`config.mk`:
```
export PLATFORM = sky130hd
export DESIGN_NAME = hazard_ctrl
export DESIGN_NICKNAME = d
export VERILOG_FILES = /design/src/rtl/hazard_pkg.sv /design/src/rtl/hazard_perf_cnt.sv /design/src/rtl/hazard_ctrl.sv
export SDC_FILE = /design/constraint.sdc
export NUM_CORES = 1
export LEC_CHECK = 0
export CAP_MARGIN = 10
export CORE_MARGIN = 2
export CORE_UTILIZATION = 45
export CTS_CLUSTER_SIZE = 28
export DETAILED_ROUTE_END_ITERATION = 6
export MAX_ROUTING_LAYER = met4
export PLACE_DENSITY = 0.77
export SLEW_MARGIN = 40
export SYNTH_ARGS = -nofsm -noshare
export SYNTH_HDL_FRONTEND = slang
export SYNTH_HIERARCHICAL = 1
export SYNTH_SLANG_ARGS = --single-unit
```
`constraint.sdc`:
```
create_clock -name clk -period 3.63 [get_ports clk]
set_input_delay 0.726 -clock clk [delete_from_list [all_inputs] [get_ports clk]]
set_output_delay 0.726 -clock clk [all_outputs]
set_load 0.01 [all_outputs]
```
`src/rtl/hazard_pkg.sv`:
```
// Shared types and constants for the pipeline hazard controller and the pipeline registers it steers.
package hazard_pkg;

  typedef enum logic [1:0] {
    RUN      = 2'd0,
    LU_STALL = 2'd1,
    DRAIN    = 2'd2
  } hz_state_t;

  typedef struct packed {
    logic pc_stall;
    logic if_id_stall;
    logic if_id_flush;
    logic id_ex_stall;
    logic id_ex_flush;
    logic ex_mem_stall;
    logic mem_wb_flush;
  } pipe_ctrl_t;

  // addi x0, x0, 0 -- the bubble loaded by any *_flush
  localparam logic [63:0] NOP_INSN = 64'h13;

endpackage

```
`src/rtl/hazard_perf_cnt.sv`:
```
// Free-running wrap-around event counter with synchronous clear.
module hazard_perf_cnt #(
  parameter int CNT_W = 64
) (
  input  logic             clk,
  input  logic             clear,
  input  logic             en,
  output logic [CNT_W-1:0] count
);

  always_ff @(posedge clk) begin
    if (clear)
      count <= '0;
    else if (en)
      count <= count + 1'b1;
  end

endmodule

```
`src/rtl/hazard_ctrl.sv`:
```
// Pipeline sequencing controller: load-use bubbles, dmem freeze, imem miss and redirect drain,
// plus stall/flush performance counters.
module hazard_ctrl
  import hazard_pkg::*;
#(
  parameter int LOAD_USE_STALL = 1,
  parameter int CNT_W          = 64
) (
  input  logic             clk,
  input  logic             rstn,
  input  logic [4:0]       ID_rs1,
  input  logic [4:0]       ID_rs2,
  input  logic             ID_use_rs1,
  input  logic             ID_use_rs2,
  input  logic [4:0]       EX_rd,
  input  logic             EX_mem_read,
  input  logic             EX_redirect,
  input  logic             MEM_mem_access,
  input  logic             dmem_ready,
  input  logic             imem_ready,
  output logic             pc_stall,
  output logic             if_id_stall,
  output logic             if_id_flush,
  output logic             id_ex_stall,
  output logic             id_ex_flush,
  output logic             ex_mem_stall,
  output logic             mem_wb_flush,
  output logic [CNT_W-1:0] stall_cycles,
  output logic [CNT_W-1:0] flush_events
);

  localparam logic [1:0] LU_INIT = 2'(LOAD_USE_STALL - 1);

  hz_state_t  state, state_nxt;
  logic [1:0] lu_cnt, lu_cnt_nxt;
  pipe_ctrl_t ctrl;
  logic       freeze, lu, redirect_acc;

  assign freeze = MEM_mem_access & ~dmem_ready;
  assign lu     = EX_mem_read & (EX_rd != 5'd0) &
                  ((ID_use_rs1 & (EX_rd == ID_rs1)) | (ID_use_rs2 & (EX_rd == ID_rs2)));

  always_comb begin
    ctrl         = '0;
    state_nxt    = state;
    lu_cnt_nxt   = lu_cnt;
    redirect_acc = 1'b0;
    if (!rstn) begin
      ctrl.if_id_flush  = 1'b1;
      ctrl.id_ex_flush  = 1'b1;
      ctrl.mem_wb_flush = 1'b1;
      state_nxt         = RUN;
      lu_cnt_nxt        = '0;
    end else if (freeze) begin
      // Whole pipe holds; MEM/WB gets a bubble while the access is outstanding.
      ctrl.pc_stall     = 1'b1;
      ctrl.if_id_stall  = 1'b1;
      ctrl.id_ex_stall  = 1'b1;
      ctrl.ex_mem_stall = 1'b1;
      ctrl.mem_wb_flush = 1'b1;
    end else if (EX_redirect) begin
      ctrl.if_id_flush = 1'b1;
      ctrl.id_ex_flush = 1'b1;
      redirect_acc     = 1'b1;
      state_nxt        = imem_ready ? RUN : DRAIN;
      lu_cnt_nxt       = '0;
    end else if (state == DRAIN) begin
      ctrl.pc_stall    = 1'b1;
      ctrl.if_id_flush = 1'b1;
      if (imem_ready)
        state_nxt = RUN;
    end else if ((state == RUN && lu) || state == LU_STALL) begin
      ctrl.pc_stall    = 1'b1;
      ctrl.if_id_stall = 1'b1;
      ctrl.id_ex_flush = 1'b1;
      if (state == RUN) begin
        if (LOAD_USE_STALL > 1) begin
          state_nxt  = LU_STALL;
          lu_cnt_nxt = LU_INIT;
        end
      end else begin
        if (lu_cnt == 2'd1)
          state_nxt = RUN;
        lu_cnt_nxt = lu_cnt - 2'd1;
      end
    end else if (state == RUN && !imem_ready) begin
      ctrl.pc_stall    = 1'b1;
      ctrl.if_id_flush = 1'b1;
    end
  end

  always_ff @(posedge clk) begin
    if (!rstn) begin
      state  <= RUN;
      lu_cnt <= '0;
    end else begin
      state  <= state_nxt;
      lu_cnt <= lu_cnt_nxt;
    end
  end

  assign pc_stall     = ctrl.pc_stall;
  assign if_id_stall  = ctrl.if_id_stall;
  assign if_id_flush  = ctrl.if_id_flush;
  assign id_ex_stall  = ctrl.id_ex_stall;
  assign id_ex_flush  = ctrl.id_ex_flush;
  assign ex_mem_stall = ctrl.ex_mem_stall;
  assign mem_wb_flush = ctrl.mem_wb_flush;

  hazard_perf_cnt #(.CNT_W(CNT_W)) u_stall_cnt (
    .clk   (clk),
    .clear (~rstn),
    .en    (rstn & ctrl.pc_stall),
    .count (stall_cycles)
  );

  hazard_perf_cnt #(.CNT_W(CNT_W)) u_flush_cnt (
    .clk   (clk),
    .clear (~rstn),
    .en    (rstn & redirect_acc),
    .count (flush_events)
  );

endmodule

```
==> impl_metrics.ini, run 1 <==
[outcome]
status = finished clean

[grt]
met2_usage_pct = 36.49
grt-busiest-layer = met2
grt_pass1_wl_um = 26640
grt_pass1_vias = 5468
grt_max_degree = 66
grt_usage_pct = 22.90
antenna_found_initial = 0
grt_overflow = 0
use_met1_pct = 27.73
globalRouteMet3Util_pct = 7.249

[clocking]
clockRootBuffer = clkbuf_16
cts.htree.levels = 4
cts_buffer_depth = 2
cts_tree = built
numCtsBuffers = 17
cts.sinks = 129
clk_pin_slew_ps = 60
insertion_delay_ps = 420

[drt]
ant_nets = 0
dr.pass1.iters = 5
wl_per_cell_um = 15.00
routed_wl_um = 16480
viasPerCell = 5.620
drc = 0
initialDrtViolationCount = 339
vias = 6171

[power]
power_density_nw_per_um2 = 366.4
power_mw = 3.224
peakVddDrop_mv = 0.2928
leakage_nw = 3.021

[critical_path]
worst-path-buf-inv = 3
worstRegToRegCells = 6
worstPathArrival_ps = 2780
cp_cell_sequence = clkdlybuf4s50_1, xor2_1, nor4_1, a32oi_1, buf_4, o21bai_1, clkdlybuf4s50_1
required_ps = 2900
cp_max_fo = 3
cp_top_family = buffers and inverters
ff2ff_setup_slack_ps = 1270
critPathCaptureType = output pin
slowest_delay_ps = 560
r2r-end = u_flush_cnt/count[60]$_SDFFE_PP0P_
path_common_cell = clkdlybuf4s50_1
crit_type = in -> out
crit_slowest_cell = clkdlybuf4s50_1
start_kind = input port
r2r-start = u_flush_cnt/count[17]$_SDFFE_PP0P_

[timing]
clock.fmax_ghz = 0.2854
finalHoldViolations = 0
worst_pin_slew_ps = 705.2
fin_skew_ps = 10.34
layout_setup_ws_ps = 126.4
setup_viol = 0
grt_setup_unrepaired = no
fin_crit_sh_pct = 96.52
slew_violations = 0
slew_headroom_pct = 52.55
setup_tns_ps = 0
period_needed_ps = 3504

[synth]
yosysUniqueCellTypes = 44
yosysWarnings = 6
synth.avg_cell_area_um2 = 8.651
syn_inst = 732
synth.net_count = 758
yosys_register_bits = 129
yosys.area.top_type_share_pct = 40.78
yosysTopAreaCell = dfxtp_1
synth_area_leaders = dfxtp_1 (41%), xor2_1 (8.0%), nand4_1 (5.5%)
seq_area_frac_synth_pct = 40.78
syn_area_um2 = 6332

[die]
rows = 43
die_h_um = 122.6
fp.coreArea_um2 = 13830
die_area_um2 = 15040
start_util_pct = 45.80
ios = 159
die_w_um = 122.6

[placement]
place.gp.congestion = 0.8586
dp_slack_ps = -79.94
io_buffer_count = 158
hpwl_um = 11630
place_inst = 1069

[finish]
drive_gt1_share_pct = 9.150
area_growth_syn_to_layout_pct = 38.94
fin_cells = 1098
fill_cells = 1163
diodes = 0
multi_input_area_um2 = 3571
nets = 934
seq_area_um2 = 2582
utilization_pct = 63.63

[hold_path]
min-delay-start = u_flush_cnt/count[51]$_SDFFE_PP0P_
hp-class = reg -> reg
worstHoldEndpoint = u_flush_cnt/count[51]$_SDFFE_PP0P_
holdPathStages = 2

[run]
maxCapViolCount = 0
-- synthesized netlist by cell type (all sizes together) --
cell type	number
a211oi	1
a21oi	52
a31oi	1
a32oi	1
and2	3
and3	14
buf	11
clkbuf	14
dfxtp	129
ha	2
inv	19
mux2	2
mux2i	2
nand2	36
nand2b	3
nand3	43
nand4	68
nand4b	2
nor2	92
nor2b	7
nor3	8
nor4	24
nor4b	2
o21a	1
o21ai	38
o21bai	1
o31ai	15
o41ai	1
or2	2
or3	39
or4	15
xnor2	26
xor2	58
-- timing repair --
action                                  CTS  global route
hold endpoints to repair                  0             0
gates resized for setup                   2             0
hold buffers                              0             0
buffers inserted                          0             0
endpoints found under the setup margin    2             0
-- cells by family after synthesis --
group,after synthesis,synth area share (%)
flops,129,40.78
compound gates,111,9.801
xor+xnor,84,11.62
mux,4,0.6718
fa+ha+maj,2,0.3951
buf+inv,44,2.905
simple gates,358,33.83
-- routing by layer --
| metal | routed length (um) | part of all wire, % |
|---|---|---|
| met3 | 1199 | 7.3 |
| met1 | 7153 | 43 |
| met4 | 220 | 1.3 |
| met2 | 7903 | 48 |
| met5 | 0 | 0 |
-- sequential cells by signal, summed over array words and instances, names as in the netlist --
name and cells:
state 1, u_stall_cnt/count 64, u_flush_cnt/count 64
-- cells in the final DEF (no fill, tap or decap), types with 7 or more instances in the layout --
| master | instances |
|---|---|
| nand4_1 | 56 |
| or4_1 | 15 |
| clkbuf_16 | 17 |
| nor4_1 | 18 |
| o31ai_1 | 14 |
| nor2_1 | 90 |
| nand3_1 | 41 |
| buf_4 | 23 |
| dfxtp_1 | 129 |
| inv_1 | 18 |
| nand2_1 | 36 |
| or3_1 | 39 |
| a21oi_1 | 52 |
| xnor2_1 | 26 |
| nand4_2 | 10 |
| and3_1 | 14 |
| clkdlybuf4s50_1 | 156 |
| o21ai_0 | 36 |
| nor2b_1 | 7 |
| xor2_1 | 58 |
-- worst reg2reg max path, cell delays in order (launching register included) --
cell      delay (ps)
dfxtp_1          440
nand4_2          220
nor4_4           310
buf_4            230
nand4b_1         290
or4_1            610
a21oi_1          180
-- metrics by stage --
stage	cell area, um2	hold WS [ps]
2_1_floorplan	6337	508.0
3_3_place_gp	8227	481.8
3_5_place_dp	8227	488.4
4_1_cts	8798	498.1
5_1_grt	8798	519.3
6_report	8798	499.6
-- worst max-delay path by stage --
| stage | start | end | slack, ps | depth (start not counted) |
|---|---|---|---|---|
| after global placement | EX_rd[4] | u_stall_cnt/count[43]$_SDFFE_PP0P_ | 20 | 12 |
| after detailed placement | EX_rd[4] | u_stall_cnt/count[41]$_SDFFE_PP0P_ | -80 | 12 |
| after CTS | EX_rd[4] | if_id_stall | 150 | 7 |
| final | EX_rd[4] | if_id_stall | 130 | 7 |
| after global routing | EX_rd[4] | if_id_stall | 20 | 7 |
| after floorplan | EX_rd[4] | u_stall_cnt/count[63]$_SDFFE_PP0P_ | 260 | 9 |
-- where the power goes --
part / switching, mW / total (mW) / leakage, nW / internal (mW)
combinational: 0.0569 / 0.110 / 1.70 / 0.0535
sequential: 0.00543 / 1.43 / 1.04 / 1.42
clock: 0.589 / 1.69 / 0.285 / 1.10
-- cell type report --
| cell class | count | area share [%] |
|---|---|---|
| flip-flops and latches | 129 | 29.35 |
| repair buffers | 182 | 20.14 |
| clock inverters | 7 | 1.251 |
| well taps | 180 | 2.560 |
| inverters | 19 | 0.8390 |
| clock buffers | 22 | 5.276 |
| multi-input cells | 559 | 40.59 |
No activity file was read; power rests on OpenSTA's default activity.
==> inputs of run 2 (changes only) <==
--- a/config.mk
+++ b/config.mk
@@ -15,5 +15,4 @@
 export SLEW_MARGIN = 40
 export SYNTH_ARGS = -nofsm -noshare
 export SYNTH_HDL_FRONTEND = slang
-export SYNTH_HIERARCHICAL = 1
 export SYNTH_SLANG_ARGS = --single-unit
==> run 2 against run 1 <==
Utilization is 0.56 points lower. Maximum frequency is 0.67% lower. Non-clock buffer count is 3 lower. Flip-flop and latch count stayed put. Largest cell class unchanged. Final cell count is 2.1% higher. Largest power group unchanged. Wire length is 5.5% higher. Sequential power hardly changed.
==> impl_metrics.ini, run 2 <==
[drt]
routed_wl_um = 17380
wl_per_cell_um = 15.50
vias = 6384
drc = 0
initialDrtViolationCount = 581
dr.pass1.iters = 5
viasPerCell = 5.695
ant_nets = 0

[critical_path]
path_depth = 9
worstRegToRegCells = 6
worstPathArrival_ps = 2800
crit_type = in -> out
slowest_delay_ps = 530
cp-endpoint = if_id_stall
r2r-end = u_stall_cnt.count[47]$_SDFFE_PN0P_
crit_slowest_cell = clkdlybuf4s50_1
ff2ff_setup_slack_ps = 870
required_ps = 2900
r2r-start = u_stall_cnt.count[0]$_SDFFE_PN0P_
critPathCaptureType = output pin
path_common_cell = clkdlybuf4s50_1
start_kind = input port
cp_max_fo = 3
worst-path-buf-inv = 3
critical_path.startpoint = EX_rd[2]
cp_top_family = buffers and inverters
cp_cell_sequence = clkdlybuf4s50_1, buf_4, xnor2_1, nand4_1, o22ai_2, nand2b_4, nor3_1, o21a_1, clkdlybuf4s50_1

[die]
die_w_um = 123.3
die_area_um2 = 15190
start_util_pct = 46.12
die_h_um = 123.3
rows = 43
fp.coreArea_um2 = 13880
ios = 159

[grt]
grt_pass1_wl_um = 27950
grt_overflow = 0
grt_pass1_vias = 5695
antenna_found_initial = 0
grt_usage_pct = 23.86
grt_max_degree = 71

[timing]
worst_pin_slew_ps = 713.0
slew_violations = 0
finalHoldViolations = 0
holdWs_ps = 490.5
grt_setup_unrepaired = no
clock.fmax_ghz = 0.2835
fin_crit_sh_pct = 97.17
fin_skew_ps = 7.678
setup_viol = 0
period_needed_ps = 3527
slew_headroom_pct = 52.03

[synth]
yosysTopAreaCell = dfxtp_1
seq_area_frac_synth_pct = 40.34
synth.avg_cell_area_um2 = 8.154
synthFlopType = dfxtp_1
ys_async_sr_fraction_pct = 0
yosysMostFrequentCell = dfxtp_1
yosysUniqueCellTypes = 45
yosys.area.top_type_share_pct = 40.34
synth_commonest_cells = dfxtp_1 (129), a21oi_1 (70), nor2_1 (68)
synth.net_count = 811
syn_inst = 785
synth-edff-count = 0
yosysWarnings = 0
synth_area_leaders = dfxtp_1 (40%), a21oi_1 (5.5%), xor2_1 (4.9%)
yosys_register_bits = 129
syn_area_um2 = 6401

[power]
seq_power_share_pct = 44.3
swShare_pct = 22.07
leakage_nw = 2.839
peakVddDrop_mv = 0.3420
combPwrFrac_pct = 5.2
power_density_nw_per_um2 = 368.7
pwr-share-clk_pct = 50.5
p_int_mw = 2.515
power_mw = 3.227
switchingPower_uw = 712.4

[finish]
top_regs = u_flush_cnt.count x64, u_stall_cnt.count x64, state x1
fin_cells = 1121
diodes = 0
final_cell_mix = clkdlybuf4s50_1 (155), dfxtp_1 (129), a21oi_1 (70)
final_common_cell = clkdlybuf4s50_1
nets = 956
drive_gt1_share_pct = 6.589
design_area_um2 = 8755
area_growth_syn_to_layout_pct = 36.77

[placement]
place_area_um2 = 8172
io_buffer_count = 158
place.gp.congestion = 0.8342
place_inst = 1091
hpwl_um = 12070

[clocking]
cts.sinks = 129
cts_tree = built
numCtsBuffers = 17
cts_buffer_depth = 2
insertion_delay_ps = 430
cts_setup_buffers = 0
clockRootBuffer = clkbuf_16
cts.htree.levels = 4
clk_pin_slew_ps = 50

[run]
maxCapViolCount = 0

[hold_path]
hp-class = reg -> reg

[outcome]
status = finished clean
-- run 2: changes by cell type after synthesis, moves of 20 or more --
cell / delta
clkbuf_1: +31
and4_1: +22
nor2_1: -22
xor2_1: -22
nand4_1: -21
nand2_1: +20
-- run 2: kinds of logic after synthesis --
kind of cell    synth area share [%]
compound gates                 13.68
xor+xnor                       8.894
fa+ha+maj                     0.3909
buf+inv                        3.949
flops                          40.34
mux                           0.4691
simple gates                   32.27
-- run 2: tightest hold or removal path, stage by stage, from the launching register on --
cell,delay (ps)
dfxtp_1,330
nand2_1,60
mux2i_1,50
-- run 2: power by group through the flow --
stage               registers [mW]  logic, mW  clock network (mW)
detailed placement            1.46      0.165                   0
floorplan                     1.46     0.0857                   0
CTS                           1.43      0.168                1.64
global placement              1.46      0.158                   0
finish                        1.43      0.168                1.63
global route                  1.43      0.182                1.72
-- run 2: layout make-up --
type	instances	area [um2]
Fill cell	1228	5126
Clock buffer	25	505.5
Multi-Input combinational cell	593	3591
Timing Repair Buffer	179	1759
Clock inverter	5	52.55
Sequential cell	129	2582
Inverter	10	38.79
Tap cell	180	225.2
-- run 2: worst min-delay path by stage --
stage	from	to	cells after the start
3_3_place_gp	u_stall_cnt.count[13]$_SDFFE_PN0P_	u_stall_cnt.count[13]$_SDFFE_PN0P_	2
4_1_cts	u_stall_cnt.count[13]$_SDFFE_PN0P_	u_stall_cnt.count[13]$_SDFFE_PN0P_	2
3_5_place_dp	u_stall_cnt.count[13]$_SDFFE_PN0P_	u_stall_cnt.count[13]$_SDFFE_PN0P_	2
6_report	u_stall_cnt.count[13]$_SDFFE_PN0P_	u_stall_cnt.count[13]$_SDFFE_PN0P_	2
5_1_grt	u_stall_cnt.count[52]$_SDFFE_PN0P_	u_stall_cnt.count[52]$_SDFFE_PN0P_	2
2_1_floorplan	u_stall_cnt.count[13]$_SDFFE_PN0P_	u_stall_cnt.count[13]$_SDFFE_PN0P_	2
-- run 2: timing repair --
item / CTS / global route
endpoints found under the setup margin: 3 / 4
pin swaps: 0 / 1
hold buffers: 0 / 0
gates resized for setup: 4 / 3
-- run 2: per-stage QoR --
step	setup WS, ps	utilization (%)	setup TNS, ps
floorplan	788.6	-	0
global placement	-100.0	58.73	-105.0
detailed placement	-103.0	58.87	-151.6
CTS	18.83	63.02	0
global route	1.094	63.07	0
finish	102.9	63.07	0
-- run 2: layer usage --
metal | global-route usage [%] | vias to the layer above | wire length (um)
li1 | - | 3183 | -
met1 | 30.70 | 2999 | 8037
met2 | 36.85 | 183 | 7974
met3 | 6.550 | 19 | 1152
met4 | 6.747 | 0 | 214
met5 | - | - | 0
==> inputs of run 3 (changes only) <==
--- a/config.mk
+++ b/config.mk
@@ -11,7 +11,7 @@
 export CTS_CLUSTER_SIZE = 28
 export DETAILED_ROUTE_END_ITERATION = 6
 export MAX_ROUTING_LAYER = met4
-export PLACE_DENSITY = 0.77
+export PLACE_DENSITY = 0.8
 export SLEW_MARGIN = 40
 export SYNTH_ARGS = -nofsm -noshare
 export SYNTH_HDL_FRONTEND = slang
==> run 3 against run 2 <==
Power is 1.9% higher. Worst hold slack worse by 4.7 ps. Design area is 0.14% higher. Critical path type unchanged. Critical endpoint is now pc_stall. Largest cell class unchanged.
==> impl_metrics.ini, run 3 (synthesis gave the netlist of run 2 again) <==
[outcome]
status = finished clean

[critical_path]
crit_slowest_cell = clkdlybuf4s50_1
worst-path-buf-inv = 4
cp_max_fo = 2
critPathCaptureType = output pin
cp_top_family = buffers and inverters
cp_cell_sequence = clkdlybuf4s50_1, buf_4, xnor2_1, nand4_1, o22ai_2, buf_4, a21oi_4, nor2_1, clkdlybuf4s50_1
worstPathArrival_ps = 2770
required_ps = 2900
slowest_delay_ps = 620
start_kind = input port
crit_type = in -> out

[power]
power_mw = 3.289
leakage_nw = 2.834
power_density_nw_per_um2 = 375.2
peakVddDrop_mv = 0.3074

[grt]
grt_max_degree = 65
grt_pass1_vias = 5735
grt_usage_pct = 23.31
antenna_found_initial = 0
grt_pass1_wl_um = 27900
grt_overflow = 0

[timing]
clock.fmax_ghz = 0.2864
slew_headroom_pct = 52.28
period_needed_ps = 3491
slew_violations = 0
holdWs_ps = 485.8
finalHoldViolations = 0
setup_viol = 0
worst_pin_slew_ps = 714.0
grt_setup_unrepaired = no
fin_crit_sh_pct = 96.17
setup_tns_ps = 0
fin_skew_ps = 7.983

[placement]
place_inst = 1090
io_buffer_count = 158
hpwl_um = 11820
place.gp.congestion = 0.8211

[hold_path]
hp-class = reg -> reg

[die]
die_h_um = 123.3
fp.coreArea_um2 = 13880
rows = 43
ios = 159
start_util_pct = 46.12
die_w_um = 123.3
die_area_um2 = 15190

[finish]
fin_cells = 1121
diodes = 0
area_growth_syn_to_layout_pct = 36.96
nets = 955
fill_cells = 1185
final_cell_mix = clkdlybuf4s50_1 (156), dfxtp_1 (129), a21oi_1 (70)
top_regs = u_flush_cnt.count x64, u_stall_cnt.count x64, state x1
final_common_cell = clkdlybuf4s50_1
drive_gt1_share_pct = 6.376

[drt]
ant_nets = 0
routed_wl_um = 17100
viasPerCell = 5.793
drc = 0
vias = 6494
dr.pass1.iters = 5
wl_per_cell_um = 15.25
initialDrtViolationCount = 463

[clocking]
clk_pin_slew_ps = 50
cts_buffer_depth = 2
numCtsBuffers = 17
cts_setup_buffers = 0
cts.sinks = 129
cts.htree.levels = 4
insertion_delay_ps = 410
ctsHoldBuffers = 0
clockRootBuffer = clkbuf_16
cts_tree = built

[run]
maxCapViolCount = 0
==> run 3: cell types whose count changed in the layout (fill, tap and decap cells not counted), sizes merged <==
cell | before | now
clkbuf | 25 | 26
bufinv | 1 | 2
clkdlybuf4s50 | 155 | 156
buf | 21 | 20
dlymetal6s2s | 3 | 2
clkinvlp | 1 | 0
==> run 3: layer usage <==
metal | part of all wire (%) | GRT usage, %
met2 | 46 | 35.34
met3 | 6.2 | 5.581
met5 | 0 | -
met1 | 46 | 30.23
met4 | 1.6 | 8.665
==> run 3: worst reg2reg max path, delay by kind of cell, from the launching register on <==
kind / cells / cell delay (ps)
flops: 1 / 430
fa+ha+maj: 1 / 200
simple gates: 5 / 1650
compound gates: 1 / 170
buf+inv: 1 / 200
==> run 3: cell type report <==
cell class              instances  area (um2)  area share (%)
repair buffers                178        1749           19.95
clock buffers                  26       509.2           5.808
clock inverters                 5       75.07          0.8563
inverters                      10       38.79          0.4424
multi-input cells             593        3587           40.92
flip-flops and latches        129        2582           29.46
well taps                     180       225.2           2.569
==> run 3: path summary, 6_finish.rpt <==
kind                                                          from                            endpoint  slack, ps  depth (start not counted)
worst max-delay path                                      EX_rd[2]                            pc_stall        140                          9
worst min-delay path            u_stall_cnt.count[13]$_SDFFE_PN0P_  u_stall_cnt.count[13]$_SDFFE_PN0P_        490                          2
worst max register to register   u_stall_cnt.count[0]$_SDFFE_PN0P_  u_stall_cnt.count[54]$_SDFFE_PN0P_        920                          8
worst min register to register  u_stall_cnt.count[13]$_SDFFE_PN0P_  u_stall_cnt.count[13]$_SDFFE_PN0P_        490                          2
==> run 3: power by group <==
group / switching, mW / total, mW / internal [mW] / leakage [nW]
registers: 0.00794 / 1.43 / 1.42 / 1.04
logic: 0.0945 / 0.166 / 0.0718 / 1.50
clock network: 0.597 / 1.69 / 1.10 / 0.290
total: 0.699 / 3.29 / 2.59 / 2.83
==> run 3: stage by stage <==
step	worst slack, ps	area, um2	util (%)
3_3_place_gp	-19.68	8144	58.67
4_1_cts	47.60	8762	63.12
3_5_place_dp	-30.06	8164	58.82
6_report	138.9	8767	63.16
5_1_grt	14.80	8767	63.16
2_1_floorplan	788.6	6401	-
==> run 3: repair_timing <==
item,CTS,global route
endpoints found under the setup margin,2,3
resized for setup,3,2
pin swaps,0,1
